===== config.mk =====
export PLATFORM = sky130hd
export DESIGN_NAME = uart_rx
export DESIGN_NICKNAME = d
export VERILOG_FILES = /design/src/rtl/uart_rx.sv
export SDC_FILE = /design/constraint.sdc
export NUM_CORES = 1
export LEC_CHECK = 0
export CAP_MARGIN = 30
export CORE_MARGIN = 2
export CORE_UTILIZATION = 25
export DETAILED_ROUTE_END_ITERATION = 10
export RECOVER_POWER = 25
export SLEW_MARGIN = 15
export SYNTH_ARGS = -nofsm -noshare
export SYNTH_HDL_FRONTEND = slang
export SYNTH_SLANG_ARGS = --single-unit

===== constraint.sdc =====
create_clock -name clk -period 2.1 [get_ports clk]
set_input_delay 0.42 -clock clk [delete_from_list [all_inputs] [get_ports clk]]
set_output_delay 0.42 -clock clk [all_outputs]
set_load 0.005 [all_outputs]

===== src/rtl/uart_rx.sv =====
// uart_rx: 8N1 serial receiver, LSB first, with a valid/ready holding register.
// The line is double-synchronized, the start bit is qualified at mid bit, and
// every data/stop bit is sampled one bit period after the previous sample.
//
// state   | meaning
// --------+---------------------------------------------------------------
// S_IDLE  | line idle, waiting for rx_s low
// S_START | timing half a bit to re-check the start bit (glitch reject)
// S_DATA  | sampling the 8 data bits at mid bit
// S_STOP  | sampling the stop bit; deliver byte or flag framing error
// S_BREAK | stop bit was low; wait for the line to return high
module uart_rx #(
  parameter int CLKS_PER_BIT = 5200
) (
  input  logic       clk,
  input  logic       rst,
  input  logic       rx,
  output logic [7:0] rx_data,
  output logic       rx_valid,
  input  logic       rx_ready,
  output logic       frame_err,
  output logic       overrun,
  output logic       busy
);

  localparam int CW = (CLKS_PER_BIT > 1) ? $clog2(CLKS_PER_BIT) : 1;
  localparam int H  = CLKS_PER_BIT / 2;
  localparam logic [CW-1:0] C_HALF_M1 = CW'(H - 1);
  localparam logic [CW-1:0] C_BIT_M1  = CW'(CLKS_PER_BIT - 1);

  typedef enum logic [2:0] {
    S_IDLE  = 3'd0,
    S_START = 3'd1,
    S_DATA  = 3'd2,
    S_STOP  = 3'd3,
    S_BREAK = 3'd4
  } state_t;

  state_t        r_state;
  state_t        w_state_nxt;
  logic          r_rx_meta;
  logic          r_rx_s;
  logic [CW-1:0] r_cnt;
  logic [CW-1:0] w_cnt_nxt;
  logic [2:0]    r_bit_idx;
  logic [2:0]    w_bit_idx_nxt;
  logic [7:0]    r_shift;
  logic [7:0]    w_shift_nxt;
  logic          w_bit_tick;
  logic          w_deliver;
  logic          w_frame_bad;
  logic          w_xfer;
  logic [7:0]    r_rx_data;
  logic          r_rx_valid;
  logic          r_frame_err;
  logic          r_overrun;

  assign w_bit_tick = (r_cnt == C_BIT_M1);
  assign w_xfer     = r_rx_valid & rx_ready;

  // Two-flop synchronizer; resets to the idle (high) line level.
  always_ff @(posedge clk or posedge rst) begin
    if (rst) begin
      r_rx_meta <= 1'b1;
      r_rx_s    <= 1'b1;
    end else begin
      r_rx_meta <= rx;
      r_rx_s    <= r_rx_meta;
    end
  end

  // FSM state register together with its bit timer, bit index and shifter.
  always_ff @(posedge clk or posedge rst) begin
    if (rst) begin
      r_state   <= S_IDLE;
      r_cnt     <= '0;
      r_bit_idx <= 3'd0;
      r_shift   <= 8'h00;
    end else begin
      r_state   <= w_state_nxt;
      r_cnt     <= w_cnt_nxt;
      r_bit_idx <= w_bit_idx_nxt;
      r_shift   <= w_shift_nxt;
    end
  end

  // Next-state logic, bit timing and the deliver / framing-error strobes.
  always_comb begin
    w_state_nxt   = r_state;
    w_cnt_nxt     = r_cnt;
    w_bit_idx_nxt = r_bit_idx;
    w_shift_nxt   = r_shift;
    w_deliver     = 1'b0;
    w_frame_bad   = 1'b0;
    case (r_state)
      S_IDLE: begin
        w_cnt_nxt = '0;
        if (!r_rx_s) begin
          w_state_nxt = S_START;
        end
      end
      S_START: begin
        if (r_cnt == C_HALF_M1) begin
          w_cnt_nxt     = '0;
          w_bit_idx_nxt = 3'd0;
          // A line that is high again at mid start bit was only a glitch.
          w_state_nxt   = r_rx_s ? S_IDLE : S_DATA;
        end else begin
          w_cnt_nxt = r_cnt + CW'(1);
        end
      end
      S_DATA: begin
        if (w_bit_tick) begin
          w_cnt_nxt              = '0;
          w_shift_nxt[r_bit_idx] = r_rx_s;
          w_bit_idx_nxt          = r_bit_idx + 3'd1;
          if (r_bit_idx == 3'd7) begin
            w_state_nxt = S_STOP;
          end
        end else begin
          w_cnt_nxt = r_cnt + CW'(1);
        end
      end
      S_STOP: begin
        if (w_bit_tick) begin
          w_cnt_nxt = '0;
          // Leave in mid stop bit so a back-to-back start edge is not missed.
          if (r_rx_s) begin
            w_deliver   = 1'b1;
            w_state_nxt = S_IDLE;
          end else begin
            w_frame_bad = 1'b1;
            w_state_nxt = S_BREAK;
          end
        end else begin
          w_cnt_nxt = r_cnt + CW'(1);
        end
      end
      S_BREAK: begin
        w_cnt_nxt = '0;
        if (r_rx_s) begin
          w_state_nxt = S_IDLE;
        end
      end
      default: begin
        w_cnt_nxt   = '0;
        w_state_nxt = S_IDLE;
      end
    endcase
  end

  // Holding register plus one-cycle framing-error and overrun pulses.
  always_ff @(posedge clk or posedge rst) begin
    if (rst) begin
      r_rx_data   <= 8'h00;
      r_rx_valid  <= 1'b0;
      r_frame_err <= 1'b0;
      r_overrun   <= 1'b0;
    end else begin
      r_frame_err <= w_frame_bad;
      r_overrun   <= 1'b0;
      if (w_deliver) begin
        // A byte consumed on this very cycle frees the slot for the new one.
        if (!r_rx_valid || rx_ready) begin
          r_rx_data  <= r_shift;
          r_rx_valid <= 1'b1;
        end else begin
          r_overrun <= 1'b1;
        end
      end else if (w_xfer) begin
        r_rx_valid <= 1'b0;
      end
    end
  end

  assign rx_data   = r_rx_data;
  assign rx_valid  = r_rx_valid;
  assign frame_err = r_frame_err;
  assign overrun   = r_overrun;
  assign busy      = (r_state != S_IDLE);

endmodule


==> flow_summary.ini, run 1 <==
[grt]
grt_pass1_wl_mm = 5.90
grt_usage_pct = 8.91
grt_max_degree = 41
antenna_found_initial = 0
grt_pass1_vias = 1262
gr-total-overflow = 0

[clocking]
cts_made_buffers = 5
clk_latency_ns = 0.30
max-clock-path-buffers = 2
clkSinkCount = 40
cts_hold_buf = 0
cts_root_buffer = clkbuf_8
h-tree-depth = 2
clk_pin_slew_ns = 0.08
cts_tree = yes
post-cts-setup-buffers = 0

[finish]
layout_common_cells = dfrtp_1, nor2_1, mux2_2, clkdlybuf4s50_1, nand2_1
num_antenna_cells = 0
nFillCells = 776
multiInputGateArea_sq_um = 828
finalCoreUtilization_pct = 31.6
regArea_sq_mm = 0.00100
drive_gt1_share_pct = 21.6
final_common_cell = dfrtp_1
final_nets = 196
areaGrowthSynthToFinish_pct = 22.1

[floorplan]
core_area_sq_mm = 0.00729
fp.dieH_um = 90.9
fp-row-count = 31
start_util_pct = 25.9
die_area_sq_mm = 0.00827
die_w_um = 90.9
ios = 16

[synth]
async_flop_share_pct = 100
ys.flop_type = dfrtp_1
synth_area_sq_mm = 0.00189
synth_area_leaders = dfrtp_1, mux2_2, nor2_1
seq_area_frac_synth_pct = 53.1
ys_warn_count = 0
synth_seq_cells = 40
avgSynthCellArea_sq_um = 11.5
synth_cell_types = 38
synth_edf_count = 0
synth_top_area_cell = dfrtp_1
synth_top_area_share_pct = 50.3
synth_nets = 171
synthCells = 164

[routing]
via_per_inst = 4.31
wire_per_inst_um = 11.6
wirelength_mm = 3.35
dr.first_iter.drc_count = 77
first_pass_iters = 4
via_count = 1246
ant_nets = 0
drcViolationCount = 0

[critical_path]
cp_slowest_stage_delay_ns = 0.46
cp-end-kind = output port
critical_path_required_ns = 1.68
worst-setup-path-type = register to output port
cp_top_family = flip-flops
critPathLaunchType = register
cp_num_buf_inv = 1
cp_cell_sequence = or3_1, clkdlybuf4s50_1
arrival_ns = 1.62
cp_max_fo = 9
crit_slowest_cell = dfrtp_2
r2r_setup_slack_ns = 0.20

[placed_design]
gp_congestion = 0.798
io_buffers = 15
hpwl_mm = 2.30

[power]
p_clk_share_pct = 43.8
swShare_pct = 20.3
sequentialPowerShare_pct = 54.7
p_comb_share_pct = 1.5
ir_worst_vdd_uv = 264
p_int_mw = 1.13
p_leak_nw = 1.04
switchingPower_mw = 0.288
powerDensity_mw_per_mm2 = 615

[sta]
final_max_slew_viol_count = 0
setup_tns_ns = 0
max_slew_margin_pct = 34.5
rsz0062_at_grt = no
finalSetupViolCount = 0
clock-skew-final_ns = 0.00826
finalCritPeriodShare_pct = 97.1
fmax_mhz = 490
period_needed_ns = 2.04
worst_pin_slew_ns = 0.983
hold_viol_final = 0

[outcome]
status = finished clean

[run]
timing.max_cap.violations = 0

[min_path]
worst_hold_path_type = register to register
-- final cells by class --
class,count,share of cell area (%)
flip-flops and latches,40,43.5
multi-input cells,113,35.9
repair buffers,23,9.54
well taps,99,5.37
clock buffers,6,3.15
clock inverters,2,1.52
inverters,6,0.976
-- cell families (layout without fill, tap and decap cells) --
logic type                 count (synthesis)  in the layout  share of synthesized area, %
AOI/OAI and AO/OA                          7              7                          2.38
xor gates and xnor gates                  11             11                          5.10
adders and majority gates                  3              3                          1.99
buffers and inverters                     11             37                          3.05
DFF                                       40             40                          53.1
muxes                                     19             19                          11.2
and+or+nand+nor                           73             73                          23.2
-- power by group through the flow --
stage | registers (mW) | clock network [mW] | logic (mW)
2_1_floorplan | 0.789 | 0 | 0.0144
3_3_place_gp | 0.792 | 0 | 0.0241
3_5_place_dp | 0.792 | 0 | 0.0245
4_1_cts | 0.777 | 0.638 | 0.0245
5_1_grt | 0.778 | 0.670 | 0.0249
6_report | 0.777 | 0.622 | 0.0211
-- layer usage --
| metal | GRT usage [%] | part of all wire (%) |
|---|---|---|
| met5 | 0 | 0 |
| met2 | 12.8 | 44 |
| met4 | 4.92 | 2.1 |
| met3 | 1.83 | 3.2 |
| met1 | 12.5 | 51 |
-- final timing paths --
check,start,to,cells after the start
max,r_state[0],busy,2
min,r_rx_meta,r_rx_s,0
max reg2reg,r_cnt[0],rx_data[3],6
min reg2reg,r_rx_meta,r_rx_s,0
max in group asynchronous,rst,r_state[0],3
min in group asynchronous,rst,r_shift[3],3
-- stage by stage --
stage          hold slack, ns  power [mW]  setup slack (ns)  area [sq um]  cells
2_1_floorplan           0.345       0.804             0.260          1890    164
3_3_place_gp            0.346       0.816             0.216          2200    281
3_5_place_dp            0.347       0.817             0.193          2200    281
4_1_cts                 0.359        1.44            0.0234          2310    289
5_1_grt                 0.367        1.47            0.0217          2310    289
6_report                0.358        1.42            0.0605          2310    289
-- synthesized netlist by cell type (3+ instances only) --
master / count
dfrtp_1: 38
nor2_1: 19
mux2_2: 15
nand2_1: 11
nand4_1: 7
nor4_1: 7
inv_1: 6
xnor2_1: 6
xor2_1: 5
nand3_1: 4
nor3_1: 4
ha_1: 3
-- state kept, by name (all words and copies together), names as in the netlist --
register and count:
r_shift 8, frame_err 1, rx_valid 1, r_rx_meta 1, r_bit_idx 3, r_state 3
r_cnt 13, r_rx_s 1, overrun 1, rx_data 8
-- repair_timing --
action,4_1_cts,5_1_grt
resized for setup,0,1
setup endpoints to repair,0,1
endpoints found under the hold margin,0,0
Note: power is estimated with default switching activity, not from simulation.
==> inputs of run 2 (changes only) <==
==> constraint.sdc (replaced) <==
create_clock -name clk -period 2.5 [get_ports clk]
set_input_delay 0.5 -clock clk [delete_from_list [all_inputs] [get_ports clk]]
set_output_delay 0.5 -clock clk [all_outputs]
set_load 0.005 [all_outputs]
==> run 2 against run 1 <==
Via count shrank 1.1%; clock skew shrank 0.0022 ns; sequential cell count is the same; utilization shrank 1.1 points; power shrank 24%; wire length shrank 1.3%; worst setup slack gained 0.30 ns; clock-buffer cell count is the same; hold slack gained 0.0027 ns; combinational power shrank 17%; critical endpoint unchanged; highest routed layer unchanged.
==> flow_summary.ini, run 2 (synthesis gave the netlist of run 1 again) <==
[critical_path]
cp-end-kind = output port
critPathLaunchType = register
arrival_ns = 1.64
cp_slowest_stage_delay_ns = 0.48
crit_slowest_cell = dfrtp_1
rr_worst_depth = 5
r2r_setup_slack_ns = 0.39
cp_num_buf_inv = 1
r2r_end = rx_data[3]
cp_max_fo = 9
r2r-start = r_cnt[0]
worst-setup-path-type = register to output port
critical_path_required_ns = 2.00
cp_cell_sequence = or3_1, clkdlybuf4s50_1
cp_top_family = flip-flops

[outcome]
status = finished clean

[sta]
worst_pin_slew_ns = 0.961
fmax_mhz = 468
finalSetupViolCount = 0
period_needed_ns = 2.14
setup_tns_ns = 0
rsz0062_at_grt = no
hold_viol_final = 0
clock-skew-final_ns = 0.00606
finalCritPeriodShare_pct = 85.5
final_max_slew_viol_count = 0
max_slew_margin_pct = 35.9

[finish]
num_antenna_cells = 0
drive_gt1_share_pct = 18.5
areaGrowthSynthToFinish_pct = 17.8
final_common_cell = dfrtp_1
largest_reg_flops = 13
finalCoreUtilization_pct = 30.5
final_nets = 190
layout_common_cells = dfrtp_1, nor2_1, mux2_2, clkdlybuf4s50_1, nand2_1
largest-register = r_cnt

[clocking]
h-tree-depth = 2
post-cts-setup-buffers = 0
cts_made_buffers = 5
cts_hold_buf = 0
clk_latency_ns = 0.29
post_cts_resized = 0
cts_root_buffer = clkbuf_8
cts_tree = yes
clkSinkCount = 40
clk_pin_slew_ns = 0.07
max-clock-path-buffers = 2

[placed_design]
gp_congestion = 0.772
hpwl_mm = 2.31
io_buffers = 15

[grt]
gr-total-overflow = 0
grt_pass1_vias = 1203
grt_pass1_wl_mm = 5.76
grt_usage_pct = 8.55
grt_max_degree = 41
antenna_found_initial = 0

[floorplan]
start_util_pct = 25.9
core_area_sq_mm = 0.00729
die_w_um = 90.9
fp-row-count = 31
fp.dieH_um = 90.9
ios = 16
die_area_sq_mm = 0.00827

[routing]
drcViolationCount = 0
wire_per_inst_um = 11.7
first_pass_iters = 4
ant_nets = 0
via_count = 1232
via_per_inst = 4.35
wirelength_mm = 3.31
dr.first_iter.drc_count = 61

[run]
timing.max_cap.violations = 0

[power]
p_leak_nw = 0.988
ir_worst_vdd_uv = 161
powerDensity_mw_per_mm2 = 487

[min_path]
worst_hold_path_type = register to register
holdPathStages = 0
min_from = r_rx_meta
whs_endpoint = r_rx_s
## run 2: changes by cell type in the layout (fill, tap and decap cells not counted), sizes merged
cell,before,now
clkinvlp,0,1
bufinv,1,0
buf,7,1
## run 2: worst register-to-register path, stage by stage, from the launching register on
cell     delay (ns)
dfrtp_1        0.39
ha_1           0.22
and3_1         0.27
nand4_4        0.23
nor3b_4        0.50
mux2_2         0.39
## run 2: cell type report
class | count | area [sq um]
Clock buffer | 6 | 72.6
Clock inverter | 2 | 12.5
Fill cell | 772 | 5070
Inverter | 6 | 22.5
Multi-Input combinational cell | 113 | 828
Sequential cell | 40 | 1000
Tap cell | 99 | 124
Timing Repair Buffer | 17 | 163
## run 2: stage by stage
stage	hold slack, ns	std cells	instance area, sq um	setup WS [ns]	power (mW)
2_1_floorplan	0.345	164	1890	0.660	0.675
3_3_place_gp	0.346	275	2140	0.439	0.686
3_5_place_dp	0.353	275	2140	0.371	0.686
4_1_cts	0.364	283	2230	0.345	1.11
5_1_grt	0.371	283	2230	0.240	1.13
6_report	0.361	283	2230	0.363	1.08
## run 2: how the worst max path moves through the flow
stage	slack, ns	start	cells after the start	endpoint
final	0.36	r_state[0]	2	busy
after global routing	0.24	r_cnt[0]	5	rx_data[4]
after CTS	0.35	r_state[0]	2	busy
after detailed placement	0.37	r_cnt[0]	5	rx_data[3]
after global placement	0.44	rx_ready	4	rx_data[5]
after floorplan	0.66	r_cnt[0]	6	r_shift[3]
## run 2: report_power, final
group	internal [mW]	switching, mW
clock	0.195	0.219
combinational	0.00469	0.0128
sequential	0.650	0.00316
total	0.849	0.235
## run 2: per-layer routing
layer  global-route usage [%]  routed length [um]  vias up
met5                        0                   0        -
met4                     3.41                  30        0
met3                     2.82                 158        5
met2                     13.0                1510       23
met1                     11.3                1610      593
li1                         -                   -      611
==> patch 1, RTL diff (flow settings as in run 1) <==
Take the reset off `r_shift` and load it in a clocked block of its own.
--- a/src/rtl/uart_rx.sv
+++ b/src/rtl/uart_rx.sv
@@ -77,3 +77,2 @@
       r_bit_idx <= 3'd0;
-      r_shift   <= 8'h00;
     end else begin
@@ -82,4 +81,7 @@
       r_bit_idx <= w_bit_idx_nxt;
-      r_shift   <= w_shift_nxt;
     end
+  end
+
+  always_ff @(posedge clk) begin
+    r_shift <= w_shift_nxt;
   end
Behaviour: no difference found for any inputs over 10 cycles, from zero or initial values and one cycle with rst high; that may be too few to reach the edited logic, so the function may still have changed.
==> patch 1 against run 1 <==
Total power is 2.3% higher; cell area is 3.0% lower; routed wire length is 15% lower; clock skew is 0.0031 ns lower; sequential share of layout area is 3.1 points higher; area after synthesis is 3.2% lower; clock power is 2% higher; die area is 3.1% lower; worst setup slack better by 0.021 ns; sequential cell count stayed put; worst hold slack better by 0.0070 ns; combinational power is 6% higher; critical path depth stayed put; synthesized cell count is 9.8% lower; critical path type unchanged.
==> patch 1: results <==
set metrics [dict create \
    outcome "completed" \
    slowest_stage "dfrtp_1" \
    clock-root-buffer "clkbuf_8" \
    clk_pin_slew_worst_paths_ns 0.08 \
    skew_ns 0.005198 \
    place_congestion 0.7992 \
    antenna_found_initial 0 \
    grt_max_degree 33 \
    ys_seq_area_share_pct 57.08 \
    hpwl_um 2090 \
    grt_pass1_vias 1156 \
    synth_edf_count 8 \
    cts_buffer_depth 2 \
    irDropWorstVdd_uv 229.6 \
    grt_pass1_wl_um 5099 \
    synth_cell_types 41 \
    synthTopCellsByCount "dfrtp_1, nor2_1" \
    drive_above_1_share_pct 21.14 \
    async_flop_share_pct 80.00 \
    drt-initial-drc-count 23 \
    grtUsageTotal_pct 8.252 \
    vias_per_cell 4.219 \
    p_leak_nw 0.9319 \
    relSlewSlack_pct 47.11 \
    met2_usage_pct 14.07 \
    syn_inst 148 \
    cpPeakStageDelay_ns 0.46 \
    met1_usage_pct 9.532 \
    synth_area_leaders "dfrtp_1, edfxtp_1, mux2_4" \
    crit_family "flip-flops" \
    use_met3_pct 2.770 \
    fin_nets 181 \
    placed_area_um2 2128 \
    dp_cells 266 \
    firstDrtPassIters 4 \
    synth_nets 155 \
    n_antenna_cell 0 \
    totalWireLength_um 2845 \
    wl_per_cell_um 10.38 \
    critical_path_arrival_ns 1.60 \
]
[patch 1: layout make-up]
type	instances	area, um^2
tap	99	123.9
sequential	40	1044
inverter	3	11.26
fill	724	4937
clock buffer	5	68.82
timing repair buffer	23	203.9
multi-input combinational	101	740.7
clock inverter	3	46.29
[patch 1: what timing repair did]
action                                  CTS  global route
endpoints found under the hold margin     0             0
resized for setup                         0             1
endpoints found under the setup margin    0             8
[patch 1: final timing paths]
kind | cells past startpoint | slack, ns | start | end
worst max-delay path | 2 | 0.08 | r_state[0] | busy
min in group asynchronous | 3 | 0.79 | rst | r_bit_idx[0]
worst min register to register | 0 | 0.37 | r_rx_meta | r_rx_s
max in group asynchronous | 3 | 0.81 | rst | rx_data[4]
worst max register to register | 5 | 0.15 | r_cnt[4] | r_shift[0]
worst min-delay path | 0 | 0.37 | r_rx_meta | r_rx_s
[patch 1: kinds of logic (layout without fill, tap and decap cells)]
logic type	after synthesis	count (layout)	synth area share, %
AOI/OAI and AO/OA	7	7	3.149
adders and majority gates	3	3	2.054
xor gates and xnor gates	11	11	5.270
DFF	40	40	57.08
and+or+nand+nor	70	70	22.18
muxes	10	10	7.803
buffers and inverters	7	34	2.464
[patch 1: routing by layer]
layer	vias to the layer above	wire length, um
li1	574	-
met1	553	1253
met2	23	1418
met3	6	123
met4	0	49
met5	-	0
[patch 1: power by group]
| group | internal [mW] | switching, mW | leakage [nW] |
|---|---|---|---|
| clock | 0.358 | 0.278 | 0.0548 |
| sequential | 0.794 | 0.000990 | 0.497 |
| combinational | 0.00629 | 0.0160 | 0.380 |
| total | 1.16 | 0.295 | 0.932 |
[patch 1: worst reg2reg max path, cell delays in order (launching register included)]
cell and delay (ns):
dfrtp_1 0.40, or3_4 0.40, nor4_4 0.26, buf_4 0.21, nand2_1 0.10, nor4_1 0.26
[patch 1: through the flow]
step	power [mW]	setup slack, ns	hold WS (ns)
2_1_floorplan	0.8234	0.1391	0.3452
3_3_place_gp	0.8368	0.09238	0.3460
3_5_place_dp	0.8373	0.04734	0.3482
4_1_cts	1.478	0.03910	0.3603
5_1_grt	1.504	0.03011	0.3719
6_report	1.453	0.08144	0.3651
==> patch 2, RTL diff (settings of run 1) <==
Made on the original files. Set the parameter `CLKS_PER_BIT` to 1300 (it was 5200).
--- a/src/rtl/uart_rx.sv
+++ b/src/rtl/uart_rx.sv
@@ -12,3 +12,3 @@
 module uart_rx #(
-  parameter int CLKS_PER_BIT = 5200
+  parameter int CLKS_PER_BIT = 1300
 ) (
Behaviour: no difference found for any inputs over 10 cycles, from zero or initial values and one cycle with rst high; that may be too few to reach the edited logic, so the function may still have changed.
==> patch 2 against run 1 <==
Area after synthesis down 5.8%; total power fell by 1.2%; routed wire length decreased by 6.6%; count of clock-buffer cells in the layout rose by 1; sequential cell count shrank 2; cell area down 2.9%; worst setup slack better by 0.072 ns; critical path depth up 3; critical path type is now flop to flop; critical endpoint is now r_shift[6].
==> patch 2: results <==
set metrics [dict create \
    hpwl_um 2194 \
    place_congestion 0.7861 \
    irDropWorstVdd_uv 248.0 \
    drt-initial-drc-count 74 \
    totalWireLength_um 3133 \
    grt_pass1_wl_um 5554 \
    synthTopCellsByCount "dfrtp_1, nor2_1, mux2_2" \
    fill_cells 730 \
    p_per_area_nw_per_um2 626.1 \
    largest_reg_flops 11 \
    grt_max_degree 39 \
    powerClk_mw 0.643 \
    critical_path_arrival_ns 2.15 \
    outcome "completed" \
    p_switching_mw 0.2747 \
    n_antenna_cell 0 \
    drive_above_1_share_pct 24.16 \
    ys_seq_area_share_pct 53.55 \
    hp-class "flop to flop" \
    grt_pass1_vias 1149 \
    wl_per_cell_um 11.43 \
    grtUsageTotal_pct 9.376 \
    async_flop_share_pct 100.0 \
    maxSlewViolCount 0 \
    cp-end-kind "flop" \
    synth_area_leaders "dfrtp_1, mux2_2, xor2_1" \
    synth_cell_types 44 \
    cts_resized 1 \
    worst_pin_slew_ns 0.9295 \
    pre_cts_ws_ns 0.1313 \
    vias_per_cell 4.380 \
    ff_latch_area_um2 953.4 \
    skew_ns 0.008365 \
    port_buffers 15 \
    post-cts-setup-buffers 0 \
    critPathMaxFanout 8 \
    syn_inst 146 \
    fin_nets 185 \
    dp_cells 266 \
    p_leak_nw 1.014 \
    placed_area_um2 2128 \
]
patch 2: cell count changes after synthesis, sizes merged, moves of 4 or more:
| cell | run 1 | this run |
|---|---|---|
| nand2 | 11 | 3 |
| nor4 | 7 | 2 |
| xnor2 | 6 | 1 |
| nand4b | 0 | 4 |
| nor2 | 19 | 15 |
patch 2: final timing paths:
kind | startpoint | to | cells past startpoint | slack [ns]
hold / removal | r_rx_meta | r_rx_s | 0 | 0.36
min in group asynchronous | rst | r_cnt[3] | 3 | 0.83
hold reg to reg | r_rx_meta | r_rx_s | 0 | 0.36
setup reg to reg | r_cnt[9] | r_shift[6] | 5 | 0.13
max in group asynchronous | rst | r_cnt[7] | 3 | 0.68
setup / recovery | r_cnt[9] | r_shift[6] | 5 | 0.13
patch 2: cells by family (layout without fill, tap and decap cells):
group | count (synthesis) | in the layout | share of synthesized area (%)
simple gates | 57 | 57 | 21.08
flops | 38 | 38 | 53.55
mux | 17 | 17 | 10.75
compound gates | 12 | 12 | 4.779
xor+xnor | 9 | 9 | 4.428
buf+inv | 9 | 41 | 2.600
fa+ha+maj | 4 | 4 | 2.811
patch 2: final cells by class:
type / instances / share of cell area, %
clock buffers: 7 / 3.853
multi-input cells: 99 / 34.84
flip-flops and latches: 38 / 42.55
well taps: 96 / 5.360
repair buffers: 30 / 11.56
clock inverters: 1 / 1.340
inverters: 3 / 0.5025
patch 2: layer usage:
metal	global-route usage (%)	routed length, um	part of all wire (%)	vias to the layer above
met1	12.89	1578	50	584
met2	13.06	1411	45	21
met3	4.198	114	3.6	4
li1	-	-	-	591
met5	0	0	0	-
met4	3.306	29	0.93	0
patch 2: worst max-delay path, cell delays in order (launching register included):
cell and delay, ns:
dfrtp_1 0.42, or3b_1 0.45, nor4_4 0.34, buf_4 0.21, nand4b_1 0.11, mux2_1 0.33
